===== src/rtl/mul_sequencer_if.sv =====
// Handshake and result bus for the shift-add multiply sequencer.
interface mul_sequencer_if;
   logic        start;
   logic        is_8_bit;
   logic        is_signed;
   logic [15:0] multiplicand;
   logic [15:0] multiplier;
   logic        busy;
   logic        complete;
   logic [31:0] product;
   logic        cf_of;

   modport master (
      output start, is_8_bit, is_signed, multiplicand, multiplier,
      input  busy, complete, product, cf_of
   );

   modport slave (
      input  start, is_8_bit, is_signed, multiplicand, multiplier,
      output busy, complete, product, cf_of
   );
endinterface


===== src/rtl/mul_sequencer.sv =====
// x86 MUL/IMUL shift-add sequencer: 8x8 or 16x16, complete pulses W+2 edges after accept.
// No backpressure; start is ignored while busy and product/cf_of hold until the next result.
module mul_sequencer (
   input  logic              clk,
   input  logic              reset,
   mul_sequencer_if.slave    bus
);
   typedef enum logic [1:0] {IDLE, RUN, FIXUP} state_t;

   state_t      state, state_nxt;
   logic [31:0] acc;
   logic [31:0] mcand_sh;
   logic [15:0] mplier;
   logic [4:0]  cnt;
   logic        is8_q;
   logic        signed_q;
   logic        sign_q;
   logic        complete_q;
   logic [31:0] product_q;
   logic        cf_of_q;

   // Operand magnitudes; 16 bits unsigned so 0x80 and 0x8000 negate exactly.
   logic [7:0]  a_n8, b_n8;
   logic [15:0] a_n16, b_n16;
   logic        a_neg, b_neg;
   logic [15:0] a_mag, b_mag;
   logic        last_bit;
   logic [31:0] res_full, res;
   logic        cf_nxt;

   always_comb begin
      a_n8  = ~bus.multiplicand[7:0] + 8'd1;
      b_n8  = ~bus.multiplier[7:0] + 8'd1;
      a_n16 = ~bus.multiplicand + 16'd1;
      b_n16 = ~bus.multiplier + 16'd1;
      a_neg = bus.is_signed & (bus.is_8_bit ? bus.multiplicand[7] : bus.multiplicand[15]);
      b_neg = bus.is_signed & (bus.is_8_bit ? bus.multiplier[7] : bus.multiplier[15]);
      if (bus.is_8_bit) begin
         a_mag = {8'h00, (a_neg ? a_n8 : bus.multiplicand[7:0])};
         b_mag = {8'h00, (b_neg ? b_n8 : bus.multiplier[7:0])};
      end else begin
         a_mag = a_neg ? a_n16 : bus.multiplicand;
         b_mag = b_neg ? b_n16 : bus.multiplier;
      end
   end

   always_comb begin
      last_bit = (cnt == (is8_q ? 5'd7 : 5'd15));
      res_full = sign_q ? (~acc + 32'd1) : acc;
      res      = is8_q ? {16'h0000, res_full[15:0]} : res_full;
      if (is8_q)
         cf_nxt = signed_q ? (res[15:8] != {8{res[7]}}) : (res[15:8] != 8'h00);
      else
         cf_nxt = signed_q ? (res[31:16] != {16{res[15]}}) : (res[31:16] != 16'h0000);
   end

   always_ff @(posedge clk or posedge reset) begin
      if (reset) state <= IDLE;
      else       state <= state_nxt;
   end

   always_comb begin
      state_nxt = state;
      case (state)
         IDLE:    if (bus.start) state_nxt = RUN;
         RUN:     if (last_bit)  state_nxt = FIXUP;
         FIXUP:   state_nxt = IDLE;
         default: state_nxt = IDLE;
      endcase
   end

   always_ff @(posedge clk or posedge reset) begin
      if (reset) begin
         acc        <= '0;
         mcand_sh   <= '0;
         mplier     <= '0;
         cnt        <= '0;
         is8_q      <= 1'b0;
         signed_q   <= 1'b0;
         sign_q     <= 1'b0;
         complete_q <= 1'b0;
         product_q  <= '0;
         cf_of_q    <= 1'b0;
      end else begin
         complete_q <= 1'b0;
         case (state)
            IDLE: if (bus.start) begin
               mcand_sh <= {16'h0000, a_mag};
               mplier   <= b_mag;
               acc      <= '0;
               cnt      <= '0;
               is8_q    <= bus.is_8_bit;
               signed_q <= bus.is_signed;
               sign_q   <= a_neg ^ b_neg;
            end
            RUN: begin
               if (mplier[0]) acc <= acc + mcand_sh;
               mcand_sh <= mcand_sh << 1;
               mplier   <= mplier >> 1;
               cnt      <= cnt + 5'd1;
            end
            FIXUP: begin
               product_q  <= res;
               cf_of_q    <= cf_nxt;
               complete_q <= 1'b1;
            end
            default: ;
         endcase
      end
   end

   assign bus.busy     = (state != IDLE);
   assign bus.complete = complete_q;
   assign bus.product  = product_q;
   assign bus.cf_of    = cf_of_q;
endmodule

===== src/flat_wrapper.sv =====
// flat-port wrapper written by rule: the top's interface ports become plain ports
module mul_sequencer_flat 
  (clk, reset, bus_start, bus_is_8_bit, bus_is_signed, bus_multiplicand, bus_multiplier, bus_busy, bus_complete, bus_product, bus_cf_of);
  mul_sequencer_if bus_i ();
  input  logic clk;
  input  logic reset;
  input wire logic [$bits(bus_i.start)-1:0] bus_start;
  input wire logic [$bits(bus_i.is_8_bit)-1:0] bus_is_8_bit;
  input wire logic [$bits(bus_i.is_signed)-1:0] bus_is_signed;
  input wire logic [$bits(bus_i.multiplicand)-1:0] bus_multiplicand;
  input wire logic [$bits(bus_i.multiplier)-1:0] bus_multiplier;
  output wire logic [$bits(bus_i.busy)-1:0] bus_busy;
  output wire logic [$bits(bus_i.complete)-1:0] bus_complete;
  output wire logic [$bits(bus_i.product)-1:0] bus_product;
  output wire logic [$bits(bus_i.cf_of)-1:0] bus_cf_of;
  assign bus_i.start = bus_start;
  assign bus_i.is_8_bit = bus_is_8_bit;
  assign bus_i.is_signed = bus_is_signed;
  assign bus_i.multiplicand = bus_multiplicand;
  assign bus_i.multiplier = bus_multiplier;
  assign bus_busy = bus_i.busy;
  assign bus_complete = bus_i.complete;
  assign bus_product = bus_i.product;
  assign bus_cf_of = bus_i.cf_of;
  mul_sequencer u_core (.clk(clk), .reset(reset), .bus(bus_i));
endmodule

===== config.mk =====
export PLATFORM = sky130hd
export DESIGN_NAME = mul_sequencer_flat
export DESIGN_NICKNAME = d
export VERILOG_FILES = /design/src/rtl/mul_sequencer_if.sv /design/src/rtl/mul_sequencer.sv /design/src/flat_wrapper.sv
export SDC_FILE = /design/constraint.sdc
export NUM_CORES = 1
export LEC_CHECK = 0
export CORE_ASPECT_RATIO = 1.4
export CORE_MARGIN = 1.5
export CORE_UTILIZATION = 43
export DETAILED_ROUTE_END_ITERATION = 6
export GPL_TIMING_DRIVEN = 0
export HOLD_SLACK_MARGIN = 0.05
export PLACE_DENSITY = 0.72
export SKIP_LAST_GASP = 1
export SYNTH_ARGS = -nofsm -noshare
export SYNTH_HDL_FRONTEND = slang
export SYNTH_SLANG_ARGS = --single-unit

===== constraint.sdc =====
create_clock -name clk -period 6.9 [get_ports clk]
set_clock_uncertainty 0.15 [all_clocks]
set_input_delay 1.035 -clock clk [delete_from_list [all_inputs] [get_ports clk]]
set_output_delay 1.035 -clock clk [all_outputs]
set_load 0.02 [all_outputs]

==> results of run 1 <==
[metal layers]
metal  global-route usage  up-vias
li1                     -     3423
met1               0.2557     3268
met2               0.3791      133
met3              0.02642       33
met4              0.08050        0
met5                    0        -
[stage by stage]
stage            util  setup WS (ns)  power, W  instance area (µm²)
6_report       0.5277          3.249  0.004306                 9459
5_1_grt        0.5277          2.961  0.004649                 9459
4_1_cts        0.5277          3.334  0.004315                 9459
3_5_place_dp   0.4946          3.374  0.003405                 8866
3_3_place_gp   0.4928         0.8055  0.003355                 8833
2_1_floorplan       -          2.416  0.002779                 7823
[sequential cells by signal (all words and copies together) (netlist names)]
register	flops
u_core.acc	32
u_core.bus.product	32
u_core.mcand_sh	32
u_core.mplier	16
u_core.cnt	5
u_core.state	2
u_core.bus.cf_of	1
u_core.bus.complete	1
u_core.is8_q	1
u_core.sign_q	1
u_core.signed_q	1
[worst max-delay path, cell delays in order (launching register included)]
cell and delay, ns:
dfrtp_1 0.46, inv_1 0.10, ha_1 0.17, nor3b_1 0.48
nand2_1 0.36, o41ai_1 0.52, xnor2_1 0.18, nand2_1 0.14
nor4_1 0.44, nand4_1 0.16, a211oi_2 0.26, o211ai_1 0.11
[power by group]
part | total [W] | internal (W) | switching, W | leakage [nW]
clock network | 0.000892 | 0.000574 | 0.000318 | 0.286
logic | 0.00210 | 0.000856 | 0.00124 | 2.23
registers | 0.00132 | 0.00102 | 0.000301 | 1.58
[kinds of logic (layout without fill, tap and decap cells)]
family                   Yosys count  in the layout
AND/OR/NAND/NOR                  309            309
AO/OA/AOI/OAI                    277            277
flip-flops                       124            124
XOR/XNOR                          80             80
buffers and inverters             60            164
adder cells (fa/ha/maj)           36             36
multiplexers                      10             10
[final cells by class]
class                   instances  area, µm²
plain buffers                  41      153.9
clock buffers                  20      446.7
clock inverters                12      146.4
fillers                      1663       8466
inverters                      19      76.32
multi-input cells             712       4494
flip-flops and latches        124       3103
well taps                     240      300.3
repair buffers                 72      738.2
[worst max-delay path by stage]
stage | from | slack, ns | endpoint
after detailed placement | u_core.acc[0] | 3.37 | u_core.acc[30]
after CTS | u_core.acc[1] | 3.33 | u_core.bus.cf_of
after global placement | reset | 0.81 | u_core.mcand_sh[2]
after global routing | u_core.acc[1] | 2.96 | u_core.bus.cf_of
final | u_core.acc[1] | 3.25 | u_core.bus.cf_of
after floorplan | reset | 2.42 | u_core.acc[0]
[layout by cell type, fill, tap and decap left out, drive strengths merged, types with 4 or more instances in the layout]
cell / netlist / final
ha: 35 / 35
nand4: 17 / 17
nor3b: 6 / 6
a211oi: 7 / 7
o21ai: 130 / 130
clkdlybuf4s50: 0 / 71
and2: 4 / 4
xnor2: 28 / 28
nand2: 153 / 153
a21oi: 31 / 31
dfrtp: 124 / 124
mux2i: 8 / 8
nand2b: 11 / 11
nor2b: 9 / 9
xor2: 52 / 52
o41ai: 10 / 10
nor3: 14 / 14
or4: 4 / 4
or3: 4 / 4
o31ai: 20 / 20
a21o: 20 / 20
and3: 6 / 6
clkbuf: 40 / 60
nor2: 45 / 45
o21a: 4 / 4
nand3: 18 / 18
inv: 19 / 19
a22oi: 30 / 30
nor4: 12 / 12
clkinv: 0 / 6
==> results.toml, run 1 <==
[timing]
drv_slew = 0
whs_ns = 0.3191
setup_viol = 0
relSlewSlack = 0.5882
period_share = 0.5291
tns_ns = 0
worstMarginPinSlew_ns = 0.6134
fin_crit_ns = 3.651
rsz0062_at_grt = "no"
fmax_mhz = 273.9
hold_violations = 0

[grt]
grt_usage = 0.2117
grt_pass1_wl_mm = 32.01
antenna_found_initial = 0
grt_overflow = 0
grt_max_degree = 95
grt_pass1_vias = 6721

[critical_path]
cp-start-kind = "flop"
path_max_fanout = 7
r2r_slack_ns = 3.25
rr_worst_depth = 11
crit_type = "reg -> reg"
cp.required_ns = 7.04
r2r_end = "u_core.bus.cf_of"
end_kind = "flop"
cp_data_arrival_time_ns = 3.79
r2r_start = "u_core.acc[1]"

[drt]
drc_errors = 0
first_iter_violations = 348
vias = 6857
firstDrtPassIters = 5
wl_met2_mm = 9.827
wl_met1_mm = 8.114
top_layer = "met4"
ant_nets = 0
vias_per_cell = 5.530
drt-total-wl_mm = 19.02
routedWlPerCell_um = 15.34
wl_met3_um = 553

[floorplanning]
dieArea_um2 = 19020
core_area_um2 = 17920
row_count = 58
pin_count = 72
die_w_um = 117.0
initial_core_util = 0.4364
fp.dieH_um = 162.6

[clock_network]
post-cts-setup-buffers = 0
cts_buffers = 17
cts_tree = "done"
htree_num_levels = 4
clk_pin_slew_ns = 0.06
cts_hold_buf = 0
insertion_delay_ns = 0.41
clock_sinks = 124
clock-root-buffer = "clkbuf_16"
post_cts_resized = 0
cts_buffer_depth = 2

[logic_synthesis]
synthMuxAreaShare = 0.01312
synthXorXnorAreaFrac = 0.08957
synth_enable_flop_cells = 0
synth.most_common_cell = "nand2_1"
synth_area_per_cell_um2 = 8.730
synth_top_family_by_area = "compound AO/OA/AOI/OAI gates"
yosysSeqAreaShare = 0.3967
syn_inst = 896
synth_cell_types = 58
syn_area_um2 = 7823
synthFlopType = "dfrtp_1"
synth_compound_area_frac = 0.2241
synth-seq-cells = 124
async_flop_share = 1.000
synth_simple_gate_area_share = 0.1892
synth_area_leader_cell = "dfrtp_1"
ys_top_cells_by_count = "152 x nand2_1, 130 x o21ai_0, 124 x dfrtp_1"
syn_nets = 969
synth_fa_ha_area_frac = 0.05854
ys_warn_count = 0
yosysTopAreaCellShare = 0.3967
ys_top_cells_by_area = "dfrtp_1 40%, o21ai_0 8.3%, nand2_1 7.3%, xor2_1 5.8%, ha_1 5.6%"

[power_and_ir_drop]
ir_drop_mv = 0.2270
power_density_nw_per_um2 = 455.3
power_leakage_nw = 4.097

[finish]
diodes = 0
area.growth.synth_to_final_pct = 20.92
drive_above_1_share = 0.05100
final_cells = 1240
nets = 1060

[status]
status = "finished, final reports clean"

[hold_path]
min_from = "u_core.bus.product[15]"
hold_path_class = "reg -> reg"
whs_path_depth = 2
min_to = "u_core.bus.product[15]"

[placed_design]
dp_cells = 1208
hpwl_mm = 14.77
gp_congestion = 0.9220
io_buffers = 71

[job]
cap_violations = 0
Power figures use the tool's default switching activity.
==> run 2, diff against run 1 <==
--- a/config.mk
+++ b/config.mk
@@ -11,7 +11,7 @@
 export DETAILED_ROUTE_END_ITERATION = 6
 export GPL_TIMING_DRIVEN = 0
 export HOLD_SLACK_MARGIN = 0.05
-export PLACE_DENSITY = 0.72
+export PLACE_DENSITY = 0.74
 export SKIP_LAST_GASP = 1
 export SYNTH_ARGS = -nofsm -noshare
 export SYNTH_HDL_FRONTEND = slang
==> constraint.sdc (replaced) <==
create_clock -name clk -period 3.05 [get_ports clk]
set_clock_uncertainty 0.15 [all_clocks]
set_input_delay 0.4575 -clock clk [delete_from_list [all_inputs] [get_ports clk]]
set_output_delay 0.4575 -clock clk [all_outputs]
set_load 0.02 [all_outputs]
==> results.toml, run 2 (same netlist as run 1, synthesis figures left out) <==
[grt]
antenna_found_initial = 0
grt_pass1_wl_mm = 32.49
grt_max_degree = 37
grt_pass1_vias = 6916
grt_overflow = 0
grt_usage = 0.2160

[timing]
rsz0062_at_grt = "yes"
setup_viol = 1
setup_ws_ns = -0.03929
hold_violations = 0
worstMarginPinSlew_ns = 0.6812
period_share = 1.013
fmax_mhz = 323.7
relSlewSlack = 0.5459
fin_crit_ns = 3.089
drv_slew = 0

[clock_network]
cts_hold_buf = 0
clock_sinks = 124
clk_pin_slew_ns = 0.06
cts_tree = "done"
cts_buffer_depth = 2
cts_buffers = 17
clock-root-buffer = "clkbuf_16"
htree_num_levels = 4
insertion_delay_ns = 0.41

[critical_path]
crit_family = "simple AND/OR/NAND/NOR gates"
critPathLaunch = "u_core.acc[11]"
r2r_start = "u_core.acc[11]"
worstPathCellList = "nor4_4 > buf_4 > nand4_4 > o41ai_2 > xor2_1 > nor2_1 > o21ai_0 > or4_4 > a211oi_2 > o211ai_1"
slowest_delay_ns = 0.49
cp_data_arrival_time_ns = 3.23
path_buf_inv = 1
cp.required_ns = 3.19
cp-start-kind = "flop"
crit_type = "reg -> reg"
path_max_fanout = 10
critPathSlowestCell = "or4_4"
end_kind = "flop"

[hold_path]
hold_path_class = "in -> async"

[finish]
nets = 1099
diodes = 0
final_cell_area_um2 = 10030
nFillCells = 1540
drive_above_1_share = 0.1357
final_common_cell = "nand2_1"
final_cell_mix = "148 x nand2_1, 126 x o21ai_0, 110 x dfrtp_1"
multi_input_area_um2 = 4735
area.growth.synth_to_final_pct = 28.21
final-seq-area_um2 = 3120

[floorplanning]
dieArea_um2 = 19020
core_area_um2 = 17920
initial_core_util = 0.4364
pin_count = 72
die_w_um = 117.0
fp.dieH_um = 162.6
row_count = 58

[drt]
first_iter_violations = 368
routedWlPerCell_um = 15.92
vias = 7101
drt-total-wl_mm = 20.37
firstDrtPassIters = 5
ant_nets = 0
vias_per_cell = 5.552
drc_errors = 0

[power_and_ir_drop]
power_density_nw_per_um2 = 1045
power_leakage_nw = 4.329
power_w = 0.01048
ir_drop_mv = 0.5423

[placed_design]
hpwl_mm = 15.02
io_buffers = 71
gp_congestion = 0.9273
dpl_worst_slack_ns = -0.4611
dpl_cell_area_um2 = 8897

[status]
status = "finished, violations left"
violations = "setup timing"

[job]
cap_violations = 0
run 2: changes by cell type in the layout (fill, tap and decap cells not counted), moves of 4 or more:
cell      before  now
buf_4          0   37
dfrtp_1      124  110
dfrtp_2        0   14
clkinv_4       1    5
ha_1          35   31
nand2_1      152  148
o21ai_0      130  126
o21ai_2        0    4
run 2: final timing paths:
| check | to | cells after the start | slack, ns |
|---|---|---|---|
| worst max-delay path | u_core.bus.cf_of | 10 | -0.04 |
| worst max register to register | u_core.bus.cf_of | 10 | -0.04 |
| max in group asynchronous | u_core.acc[2] | 4 | 1.60 |
| worst min-delay path | u_core.bus.product[30] | 2 | 0.32 |
| min in group clk | u_core.bus.product[15] | 2 | 0.32 |
| worst min register to register | u_core.bus.product[15] | 2 | 0.32 |
run 2: layout make-up:
type	count	area share
Buffer	41	0.01547
Tap cell	240	0.02994
Sequential cell	124	0.3111
Clock inverter	13	0.01422
Inverter	19	0.007485
Multi-Input combinational cell	712	0.4721
Clock buffer	19	0.04516
Timing Repair Buffer	111	0.1045
run 2: power breakdown:
group	internal (W)	leakage, nW	switching [W]
logic	0.00235	2.48	0.00311
clock network	0.00125	0.289	0.000756
registers	0.00231	1.56	0.000704
total	0.00591	4.33	0.00457
run 2: stage by stage:
stage,utilization,setup TNS [ns],cells,hold slack (ns)
after CTS,0.5445,-0.04856,1257,0.3283
after global routing,0.5595,-0.6248,1279,0.3437
after global placement,0.4930,-19.21,1207,0.3099
after detailed placement,0.4964,-1.345,1210,0.3148
final,0.5595,-0.03929,1279,0.3183
after floorplan,-,0,896,0.2989
run 2: per-layer routing:
metal	wire [µm]	vias up	track usage
li1	-	3507	-
met1	8347	3378	0.2554
met2	10790	180	0.3865
met3	691	36	0.03163
met4	535	0	0.08872
met5	0	-	0
run 2: timing repair:
| item | 4_1_cts | 5_1_grt |
|---|---|---|
| buffers inserted | 15 | 22 |
| pin swaps | 11 | 27 |
| resized for setup | 34 | 30 |
| setup endpoints to repair | 5 | 7 |
==> run 3, diff against run 2 <==
--- a/config.mk
+++ b/config.mk
@@ -5,6 +5,7 @@
 export SDC_FILE = /design/constraint.sdc
 export NUM_CORES = 1
 export LEC_CHECK = 0
+export ABC_CLOCK_PERIOD_IN_PS = 3050
 export CORE_ASPECT_RATIO = 1.4
 export CORE_MARGIN = 1.5
 export CORE_UTILIZATION = 43
==> results of run 3 <==
No change in the layout: final DEF, timing and power equal those of run 2.
